[config.mk]
export PLATFORM = sky130hd
export DESIGN_NAME = fetch_unit
export DESIGN_NICKNAME = d
export VERILOG_FILES = /design/src/rtl/fetch_unit.sv
export SDC_FILE = /design/constraint.sdc
export NUM_CORES = 1
export LEC_CHECK = 0
export ABC_AREA = 1
export CORE_AREA = 2 2 130 132
export CTS_BUF_LIST = sky130_fd_sc_hd__clkbuf_4
export DETAILED_ROUTE_END_ITERATION = 10
export DIE_AREA = 0 0 132 134
export PLACE_DENSITY_LB_ADDON = 0.08
export SKIP_LAST_GASP = 1
export SLEW_MARGIN = 10
export SYNTH_ARGS = -nofsm -noshare
export SYNTH_HDL_FRONTEND = slang
export SYNTH_SLANG_ARGS = --single-unit
[constraint.sdc]
create_clock -name clk -period 4.96 [get_ports clk]
set_clock_uncertainty 0.1 [all_clocks]
set_input_delay 0.992 -clock clk [delete_from_list [all_inputs] [get_ports clk]]
set_output_delay 0.992 -clock clk [all_outputs]
set_load 0.02 [all_outputs]
[src/rtl/fetch_unit.sv]
// Instruction fetch stage: owns the PC, registers the instruction memory word into a
// valid/ready IF/ID slot, applies execute redirects. Halt detection under FETCH_HALT_DETECT_EN.
module fetch_unit #(
  parameter logic [31:0] RESET_PC  = 32'h0000_0000,
  parameter logic [31:0] HALT_INSN = 32'h0000_0063
) (
  input  logic        clk,
  input  logic        rst_n,
  output logic [31:0] imem_addr,
  input  logic [31:0] imem_instr,
  input  logic        redirect_valid,
  input  logic [31:0] redirect_pc,
  output logic        if_valid,
  input  logic        if_ready,
  output logic [31:0] if_instr,
  output logic [31:0] if_pc,
  output logic [31:0] if_pc_plus4,
  output logic        halted,
  output logic        fault,
  output logic [31:0] fetch_count
);

  // Handshake: the slot transfers to decode on a cycle where if_valid && if_ready.
  // Once if_valid is high, the slot contents stay stable until that transfer or a redirect.

`ifdef FETCH_HALT_DETECT_EN
  typedef enum logic [1:0] {RUN = 2'd0, HALT_PEND = 2'd1, HALTED = 2'd2, FAULT = 2'd3} state_t;
`else
  typedef enum logic [1:0] {RUN = 2'd0, FAULT = 2'd3} state_t;
`endif

  state_t      state, state_n;
  logic [31:0] pc, pc_n;
  logic        if_valid_n;
  logic [31:0] if_instr_n, if_pc_n, fetch_count_n;
  logic        accept, slot_free;

  assign accept      = if_valid && if_ready;
  assign slot_free   = !if_valid || accept;
  assign imem_addr   = pc;
  assign if_pc_plus4 = if_pc + 32'd4;
  assign fault       = (state == FAULT);

`ifdef FETCH_HALT_DETECT_EN
  assign halted = (state == HALTED);
`else
  logic unused_halt_insn;
  assign unused_halt_insn = ^HALT_INSN;
  assign halted = 1'b0;
`endif

  always_ff @(posedge clk or negedge rst_n) begin
    if (!rst_n) begin
      state       <= RUN;
      pc          <= RESET_PC;
      if_valid    <= 1'b0;
      if_instr    <= 32'd0;
      if_pc       <= 32'd0;
      fetch_count <= 32'd0;
    end else begin
      state       <= state_n;
      pc          <= pc_n;
      if_valid    <= if_valid_n;
      if_instr    <= if_instr_n;
      if_pc       <= if_pc_n;
      fetch_count <= fetch_count_n;
    end
  end

  always_comb begin
    state_n       = state;
    pc_n          = pc;
    if_valid_n    = if_valid;
    if_instr_n    = if_instr;
    if_pc_n       = if_pc;
    // An accept counts even when a redirect flushes the slot in the same cycle.
    fetch_count_n = fetch_count + {31'd0, accept};

    case (state)
      RUN: begin
        if (redirect_valid) begin
          if_valid_n = 1'b0;
          if (redirect_pc[1:0] == 2'b00) begin
            pc_n    = redirect_pc;
            state_n = RUN;
          end else begin
            state_n = FAULT;
          end
        end else if (slot_free) begin
          if_instr_n = imem_instr;
          if_pc_n    = pc;
          if_valid_n = 1'b1;
`ifdef FETCH_HALT_DETECT_EN
          // The PC stays parked on the halt word.
          if (imem_instr == HALT_INSN) state_n = HALT_PEND;
          else                         pc_n    = pc + 32'd4;
`else
          pc_n = pc + 32'd4;
`endif
        end
      end
`ifdef FETCH_HALT_DETECT_EN
      HALT_PEND: begin
        if (redirect_valid) begin
          if_valid_n = 1'b0;
          if (redirect_pc[1:0] == 2'b00) begin
            pc_n    = redirect_pc;
            state_n = RUN;
          end else begin
            state_n = FAULT;
          end
        end else if (accept && (if_instr == HALT_INSN)) begin
          if_valid_n = 1'b0;
          state_n    = HALTED;
        end
      end
      HALTED: begin
        if_valid_n = 1'b0;
      end
`endif
      FAULT: begin
        if_valid_n = 1'b0;
      end
      default: begin
        if_valid_n = 1'b0;
        state_n    = FAULT;
      end
    endcase
  end

endmodule

==> out/metrics.csv, run 1 <==
metric,value,unit
run_status,"complete, no violations",
cts.hold.buffers_added,0,
static-leakage-power,4.45,nW
postSynth.asyncResetShare,100,%
report.final.setup_viol,0,
clk_transition_reported_paths,0.11,ns
finalCritPeriodShare,76.8,%
die_w,132,um
met3RoutedLength,1460,um
cts_setup_buffers,0,
antenna_found_initial,1,
first_global_vias,6453,
boundaryPins,231,
grt_first_pass_wirelength,34500,um
global_route.usage.total,24.8,%
grt-ovfl-total,0,
syn-instance-count,898,
layout-drive-gt1-share,5.96,%
synth-edff-count,0,
worstSetupStartpointType,register,
max_freq,262,MHz
synth.yosys.seq_area_share,45.3,%
port-buffer-count,229,
max_slew_margin,34.7,%
critPathMaxFanout,5,
htree_levels,4,
fin_tns_setup,0,ns
synthTopCellsByArea,"sky130_fd_sc_hd__dfrtp_1, sky130_fd_sc_hd__nand2_1, sky130_fd_sc_hd__nor2_1",
detailroute.wirelength.met2,9440,um
die_area,17700,um2
routabilityCongestion,0.911,
worst_skew_pair.late_latency,0.56,ns
drt_iter0_drc,398,
cts_buffers,17,
end_kind,output port,
critical_path.slowest_cell,sky130_fd_sc_hd__clkdlybuf4s50_1,
nets,1201,
placementRows,47,
critical_path_cell_by_cell,ha_1 > nand3_2 > inv_2 > nand3_2 > nor2_4 > nand2_2 > nor2_4 > xor2_1 > clkdlybuf4s50_1,
initial_core_util,44.1,%
ir_drop,0.202,mV
yosysTopAreaCell,sky130_fd_sc_hd__dfrtp_1,
post-route-drc-count,0,
areaGrowthSynthToFinish,38.6,%
detail_route.vias_per_cell,4.98,
p_per_area,419,nW/um2
vias,6782,
clk_path_buf_depth,2,
worstPathArrival,2.72,ns
synth.lib_cells_used.distinct,37,
mappedNetlistNets,971,
critical_path_class,register to output port,
wirelength,21500,um
synthesis.area_per_instance,7.99,um2
synth_area,7180,um2
place.detailed.instances,1329,
yosysWarnings,0,
finalPower,4.17,mW
routedWlPerCell,15.8,um
finalWorstPathRequiredPeriod,3.81,ns
largest_stage_delay_worst_path,0.61,ns
crit_required,3.87,ns
worstRegToRegCells,5,
rsz0062_at_grt,no,
hold_class,register to register,
post_cts.resized_instances,0,
die_h,134,um
synth-seq-cells,130,
grt_max_degree,77,
core_area,16300,um2
place.detailed.hpwl,16600,um
tightestPinTransition,0.979,ns
detail-route-antenna-nets,0,
worst_hold_path.num_cells,1,
fin_worst_hold_slack,0.392,ns
synthDominantCellAreaShare,45.3,%
tritoncts,yes,
hold_violations,0,
clk_root_buffer_cell,sky130_fd_sc_hd__clkbuf_4,
drt_pre_antenna_iters,5,
final_cell_count_no_fill,1362,
cap_viol_max_count,0,
routedLengthMet1,10100,um
routed.top_layer,met4,
ys.flop_type,sky130_fd_sc_hd__dfrtp_1,
final_core_util,61.1,%
n_fill_cell,1499,
slew_violations,0,
clock_sinks,130,
through the flow:
stage	instance area [um2]	setup WS, ns
4_1_cts	9940	1.09
6_report	9950	1.15
2_1_floorplan	7180	2.13
3_3_place_gp	9650	1.77
3_5_place_dp	9650	1.72
5_1_grt	9950	0.897
worst paths after layout:
kind | startpoint | endpoint | slack (ns)
setup / recovery | if_pc[3]$_DFFE_PN0P_ | if_pc_plus4[20] | 1.15
hold / removal | fetch_count[31]$_DFF_PN0_ | fetch_count[31]$_DFF_PN0_ | 0.39
setup reg to reg | state[0]$_DFFE_PN0P_ | imem_addr[14]$_DFFE_PN0P_ | 2.97
hold reg to reg | fetch_count[31]$_DFF_PN0_ | fetch_count[31]$_DFF_PN0_ | 0.39
max in group asynchronous | rst_n | if_instr[1]$_DFFE_PN0P_ | 3.28
min in group asynchronous | rst_n | fetch_count[21]$_DFF_PN0_ | 0.46
state kept, by name, indices dropped and copies added (netlist names):
| register | count |
|---|---|
| if_instr | 32 |
| if_pc | 32 |
| state | 1 |
| if_valid | 1 |
| fetch_count | 32 |
| imem_addr | 32 |
report_power, final:
group / internal [mW] / switching [mW] / leakage, nW / total (mW)
clock network: 0.353 / 0.417 / 0.160 / 0.770
registers: 1.29 / 0.330 / 1.63 / 1.62
logic: 0.806 / 0.977 / 2.66 / 1.78
total: 2.45 / 1.72 / 4.45 / 4.17
worst max-delay path: cells and delay by family, from the launching register on:
family / cells / cell delay, ns
xor+xnor: 1 / 0.14
fa+ha+maj: 1 / 0.23
buf+inv: 2 / 0.70
flops: 1 / 0.45
simple gates: 5 / 0.65
cells in the mapped netlist (18+ instances only):
library cell and instances:
sky130_fd_sc_hd__dfrtp_1 130, sky130_fd_sc_hd__inv_1 71, sky130_fd_sc_hd__mux2_1 35, sky130_fd_sc_hd__nand2_1 263, sky130_fd_sc_hd__nand3_1 54, sky130_fd_sc_hd__nand4_1 19, sky130_fd_sc_hd__nor2_1 116, sky130_fd_sc_hd__nor3_1 18
sky130_fd_sc_hd__o21ai_0 29, sky130_fd_sc_hd__o21ai_1 21, sky130_fd_sc_hd__xnor2_1 19, sky130_fd_sc_hd__xor2_1 36
kinds of logic (layout without fill, tap and decap cells):
kind of cell,Yosys count,after routing,share of synthesized area [%]
AOI/OAI and AO/OA,72,72,5.30
xor gates and xnor gates,55,55,6.71
adders and majority gates,5,5,0.872
buffers and inverters,100,343,6.08
DFF,130,130,45.3
muxes,35,35,5.49
other,1,2,0.0522
and+or+nand+nor,500,500,30.2
area by class of cell:
type,instances,area (um2),share of cell area [%]
sequential,130,3250,32.7
inverter,75,282,2.83
clock inverter,14,164,1.65
timing repair buffer,236,2340,23.5
antenna,1,2.50,0.0252
clock buffer,18,135,1.36
multi-input combinational,668,3490,35.1
tap,220,275,2.77
routing by layer:
layer / vias to the layer above / global-route usage [%]
met2: 263 / 36.8
met5: - / 0
li1: 3341 / -
met4: 0 / 7.85
met1: 3151 / 35.8
met3: 27 / 5.97
cell usage in the layout (no fill, tap or decap), types with 12 or more instances in the layout:
cell                              instances
sky130_fd_sc_hd__clkbuf_4                18
sky130_fd_sc_hd__mux2_1                  35
sky130_fd_sc_hd__dfrtp_1                130
sky130_fd_sc_hd__xor2_1                  36
sky130_fd_sc_hd__nand3_1                 54
sky130_fd_sc_hd__inv_1                   71
sky130_fd_sc_hd__o21ai_0                 29
sky130_fd_sc_hd__nor3_1                  18
sky130_fd_sc_hd__nor2_1                 116
sky130_fd_sc_hd__nand4_1                 19
sky130_fd_sc_hd__clkdlybuf4s50_1        228
sky130_fd_sc_hd__xnor2_1                 19
sky130_fd_sc_hd__nand2_1                263
sky130_fd_sc_hd__a21oi_1                 12
sky130_fd_sc_hd__o21ai_1                 21
No activity file was read; power rests on OpenSTA's default activity.
==> inputs of run 2 (changes only) <==
Clock period 4.96 ns to 3.9 ns, I/O delays scaled along.
==> out/metrics.csv, run 2 (same netlist as run 1, synthesis figures left out) <==
metric,value,unit,change
switching_share,41.8,%,was 41.3%
share_of_total_power_in_sequential_cells,39.3,%,was 38.8%
port-buffer-count,229,,unchanged
hold_class,primary input to asynchronous set/reset pin,,was register to register
static-leakage-power,4.41,nW,was 4.45 nW
die_h,134,um,unchanged
power_switching,2.18,mW,was 1.72 mW
initial_core_util,44.1,%,unchanged
nets,1200,,"was 1,201"
slew_violations,0,,unchanged
die_w,132,um,unchanged
power.internal,3.04,mW,was 2.45 mW
fin_tns_setup,0,ns,unchanged
final_cell_mix,"sky130_fd_sc_hd__nand2_1, sky130_fd_sc_hd__clkdlybuf4s50_1, sky130_fd_sc_hd__dfrtp_1",,unchanged
vias,6789,,"was 6,782"
wirelength,21300,um,"was 21,500 um"
finalCritPeriodShare,92.0,%,
worstPathArrival,2.71,ns,was 2.72 ns
clk_path_buf_depth,2,,unchanged
comb_power_share,43.5,%,was 42.7%
clk_transition_reported_paths,0.11,ns,about the same
cts_setup_buffers,0,,unchanged
worst_skew_pair.late_latency,0.55,ns,was 0.56 ns
end_kind,output port,,unchanged
worst_slack_setup_final,0.312,ns,was 1.15 ns
rsz0062_at_grt,no,,unchanged
antenna_found_initial,1,,unchanged
placementRows,47,,unchanged
placement.setup.worst_slack,0.892,ns,was 1.72 ns
finalWorstPathRequiredPeriod,3.59,ns,
pwr-share-clk,17.2,%,was 18.5%
boundaryPins,231,,unchanged
post_cts.resized_instances,0,,unchanged
layout.cells.most_common,sky130_fd_sc_hd__nand2_1,,unchanged
die_area,17700,um2,unchanged
ir_drop,0.268,mV,was 0.202 mV
post-route-drc-count,0,,unchanged
worstSetupStartpointType,register,,unchanged
detail_route.vias_per_cell,4.98,,about the same
cts_buffers,17,,unchanged
critical_path_class,register to output port,,unchanged
routabilityCongestion,0.941,,was 0.911
grt_first_pass_wirelength,34000,um,"was 34,500 um"
first_global_vias,6326,,"was 6,453"
max_freq,279,MHz,
tritoncts,yes,,unchanged
cap_viol_max_count,0,,unchanged
cts.hold.buffers_added,0,,unchanged
layout-drive-gt1-share,5.61,%,was 5.96%
hold_violations,0,,unchanged
grt_max_degree,85,,was 77
p_per_area,526,nW/um2,was 419 nW/um2
critPathMaxFanout,5,,unchanged
global_route.usage.total,24.4,%,was 24.8%
htree_levels,4,,unchanged
areaGrowthSynthToFinish,38.1,%,was 38.6%
detail-route-antenna-nets,0,,unchanged
drt_pre_antenna_iters,5,,unchanged
clk_root_buffer_cell,sky130_fd_sc_hd__clkbuf_4,,unchanged
run_status,"complete, no violations",,unchanged
report.final.setup_viol,0,,unchanged
clock_sinks,130,,unchanged
grt-ovfl-total,0,,unchanged
routedWlPerCell,15.6,um,was 15.8 um
tightestPinTransition,1.05,ns,was 0.979 ns
crit_required,3.02,ns,was 3.87 ns
max_slew_margin,30.1,%,was 34.7%
core_area,16300,um2,unchanged
place.detailed.hpwl,16500,um,"was 16,600 um"
drt_iter0_drc,457,,was 398
==> run 2: cell types whose count changed in the layout (fill, tap and decap cells not counted), moves of 2 or more <==
cell / before / now
sky130_fd_sc_hd__clkinv_2: 4 / 1
sky130_fd_sc_hd__clkinvlp_4: 2 / 6
sky130_fd_sc_hd__clkinv_4: 3 / 1
sky130_fd_sc_hd__clkinv_1: 2 / 5
==> run 2: power by group through the flow <==
stage          logic [mW]  clock network (mW)  registers [mW]
3_3_place_gp         2.26                   0            2.06
6_report             2.27               0.896            2.05
2_1_floorplan       0.775                   0            2.34
4_1_cts              2.29               0.929            2.05
5_1_grt              2.44               0.987            2.11
3_5_place_dp         2.28                   0            2.07
==> run 2: final timing paths <==
check	from	to	slack [ns]	depth (start not counted)
setup / recovery	if_pc[3]$_DFFE_PN0P_	if_pc_plus4[20]	0.31	9
hold / removal	rst_n	fetch_count[13]$_DFF_PN0_	0.31	1
setup reg to reg	if_valid$_DFFE_PN0P_	fetch_count[28]$_DFF_PN0_	1.95	11
hold reg to reg	fetch_count[31]$_DFF_PN0_	fetch_count[31]$_DFF_PN0_	0.38	1
max in group asynchronous	rst_n	if_pc[28]$_DFFE_PN0P_	2.49	2
min in group clk	fetch_count[31]$_DFF_PN0_	fetch_count[31]$_DFF_PN0_	0.38	1
==> run 2: final cells by class <==
| type | count | area [um2] |
|---|---|---|
| Tap cell | 220 | 275 |
| Timing Repair Buffer | 235 | 2330 |
| Antenna cell | 2 | 5.00 |
| Clock buffer | 17 | 128 |
| Clock inverter | 15 | 143 |
| Multi-Input combinational cell | 668 | 3490 |
| Fill cell | 1542 | 6380 |
| Sequential cell | 130 | 3250 |
| Inverter | 75 | 282 |
==> run 2: metrics by stage <==
stage          instances  instance area [um2]  hold slack (ns)  power, mW  util (%)
3_5_place_dp        1328                 9640            0.372       4.35      59.2
6_report            1362                 9910            0.306       5.22      60.9
2_1_floorplan        898                 7180            0.384       3.12         -
4_1_cts             1360                 9910            0.308       5.26      60.8
5_1_grt             1362                 9910            0.335       5.54      60.9
3_3_place_gp        1328                 9640            0.366       4.32      59.2
==> run 2: critical path: stages (launching register included) <==
cell and delay [ns]:
sky130_fd_sc_hd__dfrtp_1 0.45, sky130_fd_sc_hd__ha_1 0.23, sky130_fd_sc_hd__nand3_2 0.14, sky130_fd_sc_hd__inv_2 0.09, sky130_fd_sc_hd__nand3_2 0.10, sky130_fd_sc_hd__nor2_4 0.17
sky130_fd_sc_hd__nand2_2 0.10, sky130_fd_sc_hd__nor2_4 0.11, sky130_fd_sc_hd__xor2_1 0.14, sky130_fd_sc_hd__clkdlybuf4s50_1 0.63
==> run 2: per-layer routing <==
metal  track usage [%]  part of all wire, %  up-vias  wire length (um)
met4              6.76                  1.1        0               235
met1              34.2                   46     3176              9840
met5                 0                    0        -                 0
li1                  -                    -     3345                 -
met2              37.8                   45      246              9660
met3              6.05                  7.2       22              1520
